$ cat src/rtl/l2_miss_read_responder_if.sv
// ---------------------------------------------------------------------------
// l2_miss_read_responder_if
// Bundles the three channels seen by the L2 miss-read responder:
//   request  : req_valid_i / req_ready_o / req_addr_i / req_len_i /
//              req_size_i / req_id_i          (tile -> responder)
//   memory   : mem_rd_en_o / mem_rd_addr_o / mem_rd_data_i
//              (synchronous backing store, data one cycle after the strobe)
//   response : resp_valid_o / resp_ready_i / resp_data_o / resp_id_o /
//              resp_last_o / resp_error_o     (responder -> tile)
// Signal suffixes are from the responder's point of view.
// slave modport  : the responder itself.
// master modport : the environment driving requests, memory data and ready.
// ---------------------------------------------------------------------------
interface l2_miss_read_responder_if #(
  parameter int ADDR_W = 40,
  parameter int DATA_W = 128,
  parameter int ID_W   = 4
);
  localparam int OFF_W  = $clog2(DATA_W / 8);
  localparam int BIDX_W = ADDR_W - OFF_W;

  logic              req_valid_i;
  logic              req_ready_o;
  logic [ADDR_W-1:0] req_addr_i;
  logic [7:0]        req_len_i;
  logic [2:0]        req_size_i;
  logic [ID_W-1:0]   req_id_i;

  logic              mem_rd_en_o;
  logic [BIDX_W-1:0] mem_rd_addr_o;
  logic [DATA_W-1:0] mem_rd_data_i;

  logic              resp_valid_o;
  logic              resp_ready_i;
  logic [DATA_W-1:0] resp_data_o;
  logic [ID_W-1:0]   resp_id_o;
  logic              resp_last_o;
  logic              resp_error_o;

  modport slave (
    input  req_valid_i, req_addr_i, req_len_i, req_size_i, req_id_i,
    input  mem_rd_data_i, resp_ready_i,
    output req_ready_o, mem_rd_en_o, mem_rd_addr_o,
    output resp_valid_o, resp_data_o, resp_id_o, resp_last_o, resp_error_o
  );

  modport master (
    output req_valid_i, req_addr_i, req_len_i, req_size_i, req_id_i,
    output mem_rd_data_i, resp_ready_i,
    input  req_ready_o, mem_rd_en_o, mem_rd_addr_o,
    input  resp_valid_o, resp_data_o, resp_id_o, resp_last_o, resp_error_o
  );
endinterface

$ cat src/rtl/l2_miss_read_responder.sv
// ---------------------------------------------------------------------------
// l2_miss_read_responder
// Behavioural L2 responder for the data-cache miss-read channel. Requests are
// queued in a small FIFO; each one is served by an IDLE/WAIT/READ/RESP FSM
// that waits LATENCY cycles, then reads one beat per READ from a synchronous
// backing memory and presents it on the response channel until accepted.
// Ports:
//   clk_i   : clock
//   rstn_i  : synchronous active-low reset (flushes FIFO, FSM to IDLE)
//   bus     : l2_miss_read_responder_if.slave (request, memory and response
//             channels)
// ---------------------------------------------------------------------------
module l2_miss_read_responder #(
  parameter int ADDR_W     = 40,
  parameter int DATA_W     = 128,
  parameter int ID_W       = 4,
  parameter int FIFO_DEPTH = 4,
  parameter int LATENCY    = 8
) (
  input  logic                     clk_i,
  input  logic                     rstn_i,
  l2_miss_read_responder_if.slave  bus
);
  localparam int         OFF_W  = $clog2(DATA_W / 8);
  localparam int         BIDX_W = ADDR_W - OFF_W;
  localparam int         PTR_W  = $clog2(FIFO_DEPTH);
  localparam int         ENT_W  = 1 + ID_W + 8 + BIDX_W;
  localparam logic [7:0] LAT_C  = 8'(LATENCY);
  localparam logic [2:0] SIZE_C = 3'(OFF_W);

  typedef enum logic [1:0] {S_IDLE, S_WAIT, S_READ, S_RESP} state_e;

  // Request FIFO: one extra pointer bit distinguishes full from empty.
  logic [ENT_W-1:0] fifo_mem [FIFO_DEPTH];
  logic [PTR_W:0]   wr_ptr_q, wr_ptr_d, rd_ptr_q, rd_ptr_d;
  logic             full, empty, push, pop;
  logic [ENT_W-1:0] push_ent, head_ent;

  // FSM and per-request context.
  state_e            state_q, state_d;
  logic [BIDX_W-1:0] base_q, base_d;
  logic [7:0]        len_q, len_d;
  logic [ID_W-1:0]   id_q, id_d;
  logic              err_q, err_d;
  logic [7:0]        beat_q, beat_d;
  logic [7:0]        wait_q, wait_d;
  // fresh_q marks the first RESP cycle of a beat, when the memory data is
  // still on mem_rd_data_i and has not yet been captured into data_q.
  logic              fresh_q, fresh_d;
  logic [DATA_W-1:0] data_q, data_d;
  logic              in_resp, last;

  // Byte-offset bits of the request address do not select anything.
  logic unused_addr_lsbs;
  assign unused_addr_lsbs = ^bus.req_addr_i[OFF_W-1:0];

  assign full  = (wr_ptr_q[PTR_W] != rd_ptr_q[PTR_W]) &&
                 (wr_ptr_q[PTR_W-1:0] == rd_ptr_q[PTR_W-1:0]);
  assign empty = (wr_ptr_q == rd_ptr_q);

  // Gating with rstn_i keeps ready low for the whole reset cycle.
  assign bus.req_ready_o = rstn_i && !full;
  assign push            = bus.req_valid_i && bus.req_ready_o;
  assign push_ent        = {(bus.req_size_i != SIZE_C), bus.req_id_i,
                            bus.req_len_i, bus.req_addr_i[ADDR_W-1:OFF_W]};
  assign head_ent        = fifo_mem[rd_ptr_q[PTR_W-1:0]];

  always_ff @(posedge clk_i) begin
    if (push) begin
      fifo_mem[wr_ptr_q[PTR_W-1:0]] <= push_ent;
    end
  end

  assign in_resp = (state_q == S_RESP);
  assign last    = (beat_q == len_q);

  always_comb begin
    state_d  = state_q;
    base_d   = base_q;
    len_d    = len_q;
    id_d     = id_q;
    err_d    = err_q;
    beat_d   = beat_q;
    wait_d   = wait_q;
    fresh_d  = 1'b0;
    data_d   = data_q;
    pop      = 1'b0;
    wr_ptr_d = wr_ptr_q;
    rd_ptr_d = rd_ptr_q;

    if (fresh_q) begin
      data_d = bus.mem_rd_data_i;
    end

    case (state_q)
      S_IDLE: begin
        if (!empty) begin
          pop                         = 1'b1;
          {err_d, id_d, len_d, base_d} = head_ent;
          beat_d                      = 8'd0;
          wait_d                      = LAT_C;
          state_d                     = (LAT_C == 8'd0) ? S_READ : S_WAIT;
        end
      end
      S_WAIT: begin
        wait_d = wait_q - 8'd1;
        if (wait_q == 8'd1) begin
          state_d = S_READ;
        end
      end
      S_READ: begin
        fresh_d = 1'b1;
        state_d = S_RESP;
      end
      S_RESP: begin
        if (bus.resp_ready_i) begin
          if (last) begin
            state_d = S_IDLE;
          end else begin
            beat_d  = beat_q + 8'd1;
            state_d = S_READ;
          end
        end
      end
      default: state_d = S_IDLE;
    endcase

    if (push) begin
      wr_ptr_d = wr_ptr_q + (PTR_W+1)'(1);
    end
    if (pop) begin
      rd_ptr_d = rd_ptr_q + (PTR_W+1)'(1);
    end
  end

  always_ff @(posedge clk_i) begin
    if (!rstn_i) begin
      state_q  <= S_IDLE;
      wr_ptr_q <= '0;
      rd_ptr_q <= '0;
      base_q   <= '0;
      len_q    <= '0;
      id_q     <= '0;
      err_q    <= 1'b0;
      beat_q   <= '0;
      wait_q   <= '0;
      fresh_q  <= 1'b0;
    end else begin
      state_q  <= state_d;
      wr_ptr_q <= wr_ptr_d;
      rd_ptr_q <= rd_ptr_d;
      base_q   <= base_d;
      len_q    <= len_d;
      id_q     <= id_d;
      err_q    <= err_d;
      beat_q   <= beat_d;
      wait_q   <= wait_d;
      fresh_q  <= fresh_d;
    end
  end

  // Beat data is only ever observed through the gated resp_data_o.
  always_ff @(posedge clk_i) begin
    data_q <= data_d;
  end

  assign bus.mem_rd_en_o   = (state_q == S_READ) && !err_q;
  // Beat index wraps silently at the top of the address space.
  assign bus.mem_rd_addr_o = base_q + BIDX_W'(beat_q);
  assign bus.resp_valid_o  = in_resp;
  assign bus.resp_last_o   = in_resp && last;
  assign bus.resp_error_o  = in_resp && err_q;
  assign bus.resp_id_o     = id_q;
  assign bus.resp_data_o   = (!in_resp || err_q) ? '0 :
                             (fresh_q ? bus.mem_rd_data_i : data_q);
endmodule

$ cat src/flat_wrapper.sv
// flat-port wrapper written by rule: the top's interface ports become plain ports
module l2_miss_read_responder_flat 
#(
  parameter int ADDR_W     = 40,
  parameter int DATA_W     = 128,
  parameter int ID_W       = 4,
  parameter int FIFO_DEPTH = 4,
  parameter int LATENCY    = 8
)
  (clk_i, rstn_i, bus_req_valid_i, bus_req_addr_i, bus_req_len_i, bus_req_size_i, bus_req_id_i, bus_mem_rd_data_i, bus_resp_ready_i, bus_req_ready_o, bus_mem_rd_en_o, bus_mem_rd_addr_o, bus_resp_valid_o, bus_resp_data_o, bus_resp_id_o, bus_resp_last_o, bus_resp_error_o);
  l2_miss_read_responder_if #(.ADDR_W(ADDR_W), .DATA_W(DATA_W), .ID_W(ID_W)) bus_i ();
  input  logic clk_i;
  input  logic rstn_i;
  input wire logic [$bits(bus_i.req_valid_i)-1:0] bus_req_valid_i;
  input wire logic [$bits(bus_i.req_addr_i)-1:0] bus_req_addr_i;
  input wire logic [$bits(bus_i.req_len_i)-1:0] bus_req_len_i;
  input wire logic [$bits(bus_i.req_size_i)-1:0] bus_req_size_i;
  input wire logic [$bits(bus_i.req_id_i)-1:0] bus_req_id_i;
  input wire logic [$bits(bus_i.mem_rd_data_i)-1:0] bus_mem_rd_data_i;
  input wire logic [$bits(bus_i.resp_ready_i)-1:0] bus_resp_ready_i;
  output wire logic [$bits(bus_i.req_ready_o)-1:0] bus_req_ready_o;
  output wire logic [$bits(bus_i.mem_rd_en_o)-1:0] bus_mem_rd_en_o;
  output wire logic [$bits(bus_i.mem_rd_addr_o)-1:0] bus_mem_rd_addr_o;
  output wire logic [$bits(bus_i.resp_valid_o)-1:0] bus_resp_valid_o;
  output wire logic [$bits(bus_i.resp_data_o)-1:0] bus_resp_data_o;
  output wire logic [$bits(bus_i.resp_id_o)-1:0] bus_resp_id_o;
  output wire logic [$bits(bus_i.resp_last_o)-1:0] bus_resp_last_o;
  output wire logic [$bits(bus_i.resp_error_o)-1:0] bus_resp_error_o;
  assign bus_i.req_valid_i = bus_req_valid_i;
  assign bus_i.req_addr_i = bus_req_addr_i;
  assign bus_i.req_len_i = bus_req_len_i;
  assign bus_i.req_size_i = bus_req_size_i;
  assign bus_i.req_id_i = bus_req_id_i;
  assign bus_i.mem_rd_data_i = bus_mem_rd_data_i;
  assign bus_i.resp_ready_i = bus_resp_ready_i;
  assign bus_req_ready_o = bus_i.req_ready_o;
  assign bus_mem_rd_en_o = bus_i.mem_rd_en_o;
  assign bus_mem_rd_addr_o = bus_i.mem_rd_addr_o;
  assign bus_resp_valid_o = bus_i.resp_valid_o;
  assign bus_resp_data_o = bus_i.resp_data_o;
  assign bus_resp_id_o = bus_i.resp_id_o;
  assign bus_resp_last_o = bus_i.resp_last_o;
  assign bus_resp_error_o = bus_i.resp_error_o;
  l2_miss_read_responder #(.ADDR_W(ADDR_W), .DATA_W(DATA_W), .ID_W(ID_W), .FIFO_DEPTH(FIFO_DEPTH), .LATENCY(LATENCY)) u_core (.clk_i(clk_i), .rstn_i(rstn_i), .bus(bus_i));
endmodule
$ cat config.mk
export PLATFORM = sky130hd
export DESIGN_NAME = l2_miss_read_responder_flat
export DESIGN_NICKNAME = d
export VERILOG_FILES = /design/src/rtl/l2_miss_read_responder_if.sv /design/src/rtl/l2_miss_read_responder.sv /design/src/flat_wrapper.sv
export SDC_FILE = /design/constraint.sdc
export NUM_CORES = 1
export LEC_CHECK = 0
export CELL_PAD_IN_SITES_DETAIL_PLACEMENT = 1
export CELL_PAD_IN_SITES_GLOBAL_PLACEMENT = 2
export CORE_ASPECT_RATIO = 0.8
export CORE_MARGIN = 2
export CORE_UTILIZATION = 31
export CTS_BUF_LIST = sky130_fd_sc_hd__clkbuf_16
export DETAILED_ROUTE_END_ITERATION = 7
export PLACE_DENSITY = 0.79
export REMOVE_ABC_BUFFERS = 1
export SLEW_MARGIN = 15
export SYNTH_ARGS = -nofsm -noshare
export SYNTH_HDL_FRONTEND = slang
export SYNTH_SLANG_ARGS = --single-unit
$ cat constraint.sdc
create_clock -name clk_i -period 3.2 [get_ports clk_i]
set_input_delay 0.96 -clock clk_i [delete_from_list [all_inputs] [get_ports clk_i]]
set_output_delay 0.96 -clock clk_i [all_outputs]
set_load 0.01 [all_outputs]
==> run_results.csv, run 1 <==
group,metric,value,unit
clocking,cts.reportedPaths.clkPinSlew,0.06,ns
clocking,clk_latency,0.56,ns
placed_design,io_buffers,355,
synthesis,synth_top_area_frac,0.364,
timing,fin_ws,-0.486,ns
worst_setup_path,end_kind,"primary output",
clocking,cts_sinks,398,
route,dr.pass1.iters,4,
timing,drv_slew,0,
timing,period_share,1.15,
worst_setup_path,cp.arrival,2.73,ns
placed_design,dp_hpwl,34000,um
floorplan,die_x,259,um
route,routedWlPerCell,21.3,um
worst_setup_path,path_class,"reg -> out",
route,drc_errors,0,
timing,tns,-9.68,ns
timing,maxSlewHeadroom,0.425,
floorplan,die_h,208,um
global_routing,grt_pass1_wl,76900,um
placed_design,place.gp.congestion,0.819,
worst_setup_path,r2r-end,"u_core.beat_q[5]$_SDFFE_PN0P_",
hold_path,min_from,"u_core.bus.resp_id_o[2]$_SDFFE_PN0P_",
clocking,cts_made_buffers,44,
floorplan,io_pins,360,
synthesis,synth_enable_flop_cells,196,
worst_setup_path,critPathLaunchType,"register",
worst_setup_path,worstPathRequired,2.24,ns
timing,period_needed,3.69,ns
synthesis,yosysWarnings,0,
finish,fin_nets,1868,
power,powerDensity,750,mW/mm^2
synthesis,async_reset_ff_frac,0,
global_routing,grt_start_max_net_pins,62,
hold_path,min_path_type,"reg -> reg",
synthesis,synth_seq_cells,398,
clocking,htree_levels,2,
timing,rsz0062_at_grt,"true",
route,vias,11300,
timing,worstMarginPinSlew,0.862,ns
timing,setup_viol,30,
clocking,root_buffer,"clkbuf_16",
global_routing,track_usage,0.188,
synthesis,synth_largest_area_cell,"edfxtp_1",
power,design_power_total,17.4,mW
route,ant_nets,0,
run_status,violations,"setup timing",
worst_setup_path,crit_path_end,"bus_mem_rd_addr_o[32]",
synthesis,syn_avg_cell_area,13.4,sq um
worst_setup_path,r2r_cells,14,
worst_setup_path,crit_path_start,"u_core.beat_q[0]$_SDFFE_PN0P_",
finish,fin_util,0.452,
finish,fin_cells,2389,
worst_setup_path,r2r_start,"u_core.beat_q[0]$_SDFFE_PN0P_",
floorplan,core-area,0.0513,sq mm
synthesis,syn-instance-count,1209,
clocking,cts_tree,"built",
global_routing,first_global_vias,12400,
synthesis,synth_top_flop_cell,"dfxtp_1",
synthesis,syn-cell-area,0.0162,sq mm
synthesis,yosysUniqueCellTypes,59,
synthesis,yosysSeqAreaShare,0.614,
timing,fin_skew,0.0143,ns
placed_design,dp_slack,-0.476,ns
route,drt_iter0_markers,474,
finish,area_growth,43.2,%
finish,num-fill-cells,5380,
global_routing,grt_overflow,0,
run_status,outcome,"complete, but fails checks",
clocking,cts.path.max_buffers,3,
timing,finalHoldViolCount,0,
floorplan,initial_utilization,0.315,
floorplan,std_cell_rows,74,
timing,clock.fmax,0.271,GHz
finish,drive_above_1_share,0.284,
floorplan,die-area,0.0540,sq mm
worst_setup_path,cp_max_fo,4,
worst_setup_path,worst-r2r-setup-slack,0.61,ns
power,peakVddDrop,0.498,mV
route,wl,51000,um
synthesis,synth_area_leaders,"edfxtp_1, dfxtp_1, mux2_2, mux4_2, nor2b_1",
global_routing,antenna_found_initial,11,
placed_design,dp.cells,2265,
run,drv_cap,0,
route,viasPerCell,4.71,
power,p_leak,9.00,nW
-- registers in the layout, summed over array words and instances (netlist names) --
register,cells
u_core.fifo_mem,196
u_core.data_q,128
u_core.base_q,36
u_core.beat_q,8
u_core.len_q,8
u_core.wait_q,8
u_core.bus.resp_id_o,4
u_core.rd_ptr_q,3
u_core.wr_ptr_q,3
u_core.state_q,2
u_core.err_q,1
u_core.fresh_q,1
-- cell usage after synthesis, types with 4 or more instances --
cell type and n:
a21boi_0 4, a21oi_1 61, and2_1 6, and3_1 9, buf_2 26, clkbuf_1 34
dfxtp_1 202, edfxtp_1 196, ha_1 16, inv_1 17, mux2_2 130, mux4_2 49
nand2_1 144, nand3_1 18, nand4_1 9, nand4b_1 4, nor2_1 34, nor2b_1 130
nor3_1 9, o21ai_0 4, xnor2_1 24, xor2_1 23
-- layout make-up --
class                   count  area (sq um)  area share
flip-flops and latches    398          9950       0.430
multi-input cells         729          6200       0.268
repair buffers            472          4520       0.195
clock buffers              45          1130      0.0486
well taps                 684           856      0.0369
clock inverters            37           428      0.0185
inverters                  19          73.8     0.00319
diodes                      5          12.5    0.000540
-- worst max-delay path, cell delays in order (launching register included) --
cell and delay (ns):
dfxtp_2 0.35, ha_4 0.14, inv_2 0.03, fa_2 0.33, nand2b_4 0.16, a21oi_4 0.20, o2111ai_4 0.21, buf_6 0.18
nor4_4 0.20, xor2_1 0.19, buf_2 0.16
-- metrics by stage --
step | hold WS [ns] | instance area (sq um)
5_1_grt | 0.481 | 23200
3_3_place_gp | 0.445 | 21000
4_1_cts | 0.465 | 23000
3_5_place_dp | 0.452 | 21000
6_report | 0.461 | 23200
2_1_floorplan | 0.440 | 15900
-- logic make-up after synthesis --
kind of cell    after synthesis  synth area share
compound gates              103            0.0426
xor+xnor                     48            0.0271
fa+ha+maj                    17            0.0136
buf+inv                      82            0.0222
flops                       398             0.614
mux                         179             0.159
simple gates                382             0.122
-- how the worst min path moves through the flow --
stage | to | cells past startpoint
finish | u_core.bus.resp_id_o[2]$_SDFFE_PN0P_ | 2
global route | u_core.data_q[65]$_DFF_P_ | 1
CTS | u_core.bus.resp_id_o[2]$_SDFFE_PN0P_ | 2
detailed placement | u_core.bus.resp_id_o[0]$_SDFFE_PN0P_ | 2
floorplan | u_core.base_q[0]$_SDFFE_PN0P_ | 2
global placement | u_core.bus.resp_id_o[0]$_SDFFE_PN0P_ | 2
-- cells in the final DEF (no fill, tap or decap), types with 8 or more instances in the layout --
cell type | netlist | routed
edfxtp_1 | 196 | 196
dfxtp_1 | 202 | 193
clkdlybuf4s50_1 | 0 | 191
nand2_1 | 144 | 139
mux2_2 | 130 | 130
nor2b_1 | 130 | 126
dlygate4sd2_1 | 0 | 126
buf_4 | 1 | 88
a21oi_1 | 61 | 60
mux4_2 | 49 | 49
clkbuf_16 | 0 | 45
nor2_1 | 34 | 29
buf_2 | 26 | 26
xor2_1 | 23 | 23
inv_1 | 17 | 23
xnor2_1 | 24 | 18
nand3_1 | 18 | 14
buf_6 | 2 | 13
buf_12 | 0 | 12
ha_1 | 16 | 10
nand4_1 | 9 | 9
bufinv_16 | 0 | 9
buf_16 | 0 | 8
-- power by group --
group | internal (mW) | total (mW) | switching [mW] | leakage (nW)
logic | 2.57 | 4.80 | 2.23 | 4.76
registers | 6.56 | 7.09 | 0.532 | 3.46
clock network | 3.30 | 5.47 | 2.17 | 0.785
-- what timing repair did --
item / CTS / global route
gates resized for setup: 327 / 31
buffers inserted: 24 / 7
setup endpoints to repair: 163 / 45
hold buffers: 0 / 0
pin swaps: 36 / 27
gates cloned: 7 / 0
-- routing by layer --
layer / vias up / share of wire / global-route usage
met5: - / 0.0018 / 0
met4: 14 / 0.030 / 0.0600
met3: 93 / 0.078 / 0.0671
met1: 5605 / 0.41 / 0.227
li1: 5257 / - / -
met2: 293 / 0.48 / 0.313
Power figures use the tool's default switching activity.
==> run 2: changes to the inputs <==
--- a/config.mk
+++ b/config.mk
@@ -5,6 +5,7 @@
 export SDC_FILE = /design/constraint.sdc
 export NUM_CORES = 1
 export LEC_CHECK = 0
+export CAP_MARGIN = 40
 export CELL_PAD_IN_SITES_DETAIL_PLACEMENT = 1
 export CELL_PAD_IN_SITES_GLOBAL_PLACEMENT = 2
 export CORE_ASPECT_RATIO = 0.8
@@ -12,7 +13,7 @@
 export CORE_UTILIZATION = 31
 export CTS_BUF_LIST = sky130_fd_sc_hd__clkbuf_16
 export DETAILED_ROUTE_END_ITERATION = 7
-export PLACE_DENSITY = 0.79
+export PLACE_DENSITY_LB_ADDON = 0.1
 export REMOVE_ABC_BUFFERS = 1
 export SLEW_MARGIN = 15
 export SYNTH_ARGS = -nofsm -noshare
==> run 2 against run 1 <==
The flow still finishes with violations (setup timing). Wire length fell by 5.0%. Hold slack improved by 0.0058 ns. Critical path type unchanged. Clock power is 16% lower. Die area unchanged. Final area grew 0.43%. Flip-flop and latch count stayed put. Largest cell class unchanged. Clock-buffer cell count shrank 2.
==> run_results.csv, run 2 (synthesis results as in run 1) <==
group,metric,value,unit
timing,fin_ws,-0.559,ns
floorplan,die_x,259,um
power,seqPwrFrac,0.431,
finish,fin_cells,2402,
clocking,root_buffer,"clkbuf_16",
worst_setup_path,r2r-end,"u_core.beat_q[7]$_SDFFE_PN0P_",
worst_setup_path,worstPathRequired,2.24,ns
global_routing,antenna_found_initial,4,
power,p_int,11.7,mW
finish,layout_common_cells,"edfxtp_1, dfxtp_1, clkdlybuf4s50_1",
timing,setup_viol,32,
clocking,cts.hold.buffers_added,0,
power,clock_power_share,0.282,
route,wl_met2,25000,um
timing,worstMarginPinSlew,0.761,ns
placed_design,place.gp.congestion,0.775,
worst_setup_path,critPathLaunchType,"register",
route,routed.top_layer,"met5",
route,drt_iter0_markers,416,
worst_setup_path,crit_path_end,"bus_mem_rd_addr_o[32]",
clocking,cts_made_buffers,43,
worst_setup_path,worst-r2r-setup-slack,1.00,ns
worst_setup_path,cp_max_fo,4,
timing,tns,-12.03,ns
timing,fin_skew,0.0145,ns
power,peakVddDrop,0.403,mV
clocking,cts_sinks,398,
route,dr.pass1.iters,4,
floorplan,initial_utilization,0.315,
route,met3_length,2140,um
floorplan,std_cell_rows,74,
placed_design,dp_hpwl,33400,um
hold_path,min_path_type,"reg -> reg",
placed_design,io_buffers,355,
worst_setup_path,cp.arrival,2.80,ns
timing,finalHoldViolCount,0,
timing,period_share,1.17,
timing,period_needed,3.76,ns
placed_design,dp.cells,2282,
worst_setup_path,end_kind,"primary output",
route,viasPerCell,4.64,
power,powerDensity,705,mW/mm^2
timing,drv_slew,0,
finish,num-fill-cells,5336,
global_routing,grt_pass1_wl,73000,um
timing,maxSlewHeadroom,0.486,
worst_setup_path,path_class,"reg -> out",
clocking,cts_tree,"built",
clocking,htree_levels,2,
run,drv_cap,0,
finish,fin_nets,1888,
floorplan,die-area,0.0540,sq mm
route,ant_nets,0,
power,design_power_total,16.4,mW
route,vias,11100,
clocking,cts.reportedPaths.clkPinSlew,0.06,ns
global_routing,track_usage,0.178,
clocking,cts.path.max_buffers,3,
clocking,clk_latency,0.56,ns
timing,rsz0062_at_grt,"true",
run_status,outcome,"complete, but fails checks",
placed_design,dp_slack,-0.537,ns
floorplan,die_h,208,um
worst_setup_path,crit_path_start,"u_core.base_q[7]$_SDFFE_PN0P_",
global_routing,first_global_vias,11800,
run_status,violations,"setup timing",
global_routing,grt_start_max_net_pins,53,
floorplan,core-area,0.0513,sq mm
route,wl,48400,um
timing,clock.fmax,0.266,GHz
finish,largest_register_ffs,196,
finish,layout_commonest_cell,"edfxtp_1",
power,switchingPower,4.72,mW
route,wl_met1,20400,um
floorplan,io_pins,360,
power,p_leak,9.10,nW
power,combPwrFrac,0.287,
worst_setup_path,r2r_start,"u_core.wr_ptr_q[2]$_SDFFE_PN0P_",
power,switching_share,0.288,
finish,drive_above_1_share,0.293,
global_routing,grt_overflow,0,
worst_setup_path,r2r_cells,4,
finish,area_growth,43.8,%
route,routedWlPerCell,20.2,um
route,drc_errors,0,
run 2: cell count changes in the layout (fill, tap and decap cells not counted), moves of 5 or more:
cell             previous run  this run
buf_12                     12        20
buf_6                      13        27
bufinv_16                   9         2
clkdlybuf4s15_1             1        10
clkdlybuf4s15_2             5         0
clkinv_1                    5        12
dlygate4sd2_1             126       120
inv_1                      23        31
xnor2_1                    18        11
xnor2_2                     6        12
run 2: final cells by class:
type | count | area, sq um | share of cell area
clock buffers | 43 | 1080 | 0.0463
well taps | 684 | 856 | 0.0368
inverters | 19 | 71.3 | 0.00307
flip-flops and latches | 398 | 9950 | 0.428
multi-input cells | 729 | 6360 | 0.273
clock inverters | 34 | 205 | 0.00882
repair buffers | 493 | 4740 | 0.204
diodes | 2 | 5.00 | 0.000215
run 2: power groups by stage:
| stage | Sequential [mW] | Combinational, mW | Clock (mW) |
|---|---|---|---|
| 6_report | 7.08 | 4.71 | 4.62 |
| 5_1_grt | 7.23 | 5.19 | 4.98 |
| 4_1_cts | 7.08 | 4.70 | 4.79 |
| 3_5_place_dp | 7.16 | 4.67 | 0 |
| 3_3_place_gp | 7.11 | 4.57 | 0 |
| 2_1_floorplan | 7.19 | 2.70 | 0 |
run 2: timing repair:
item / CTS / global route
setup endpoints to repair: 165 / 84
buffers inserted: 31 / 14
gates cloned: 3 / 2
pin swaps: 52 / 29
resized for setup: 372 / 37
run 2: metal layers:
layer / up-vias / global-route usage
li1: 5280 / -
met1: 5615 / 0.227
met2: 180 / 0.310
met3: 57 / 0.0319
met4: 4 / 0.0432
met5: - / 0
run 2: worst max-delay path, cell delays in order, from the launching register on:
cell       delay [ns]
dfxtp_4          0.35
ha_4             0.28
o21ai_1          0.09
a211oi_2         0.44
o2111ai_4        0.28
buf_6            0.19
nor4_4           0.21
xor2_1           0.22
buf_2            0.17
run 2: stage by stage:
stage	instance area [sq um]	utilization	hold slack, ns
after floorplan	15900	-	0.440
after global placement	21200	0.414	0.450
after detailed placement	21200	0.414	0.456
after CTS	23000	0.449	0.469
after global routing	23300	0.453	0.478
final	23300	0.453	0.467
run 2: worst min path at each step:
stage / startpoint / to / slack (ns) / depth (start not counted)
finish: u_core.data_q[47]$_DFF_P_ / u_core.data_q[47]$_DFF_P_ / 0.47 / 1
global route: u_core.data_q[84]$_DFF_P_ / u_core.data_q[84]$_DFF_P_ / 0.48 / 1
CTS: u_core.data_q[112]$_DFF_P_ / u_core.data_q[112]$_DFF_P_ / 0.47 / 1
detailed placement: u_core.data_q[112]$_DFF_P_ / u_core.data_q[112]$_DFF_P_ / 0.46 / 1
global placement: u_core.data_q[103]$_DFF_P_ / u_core.data_q[103]$_DFF_P_ / 0.45 / 1
floorplan: u_core.base_q[0]$_SDFFE_PN0P_ / u_core.base_q[0]$_SDFFE_PN0P_ / 0.44 / 2
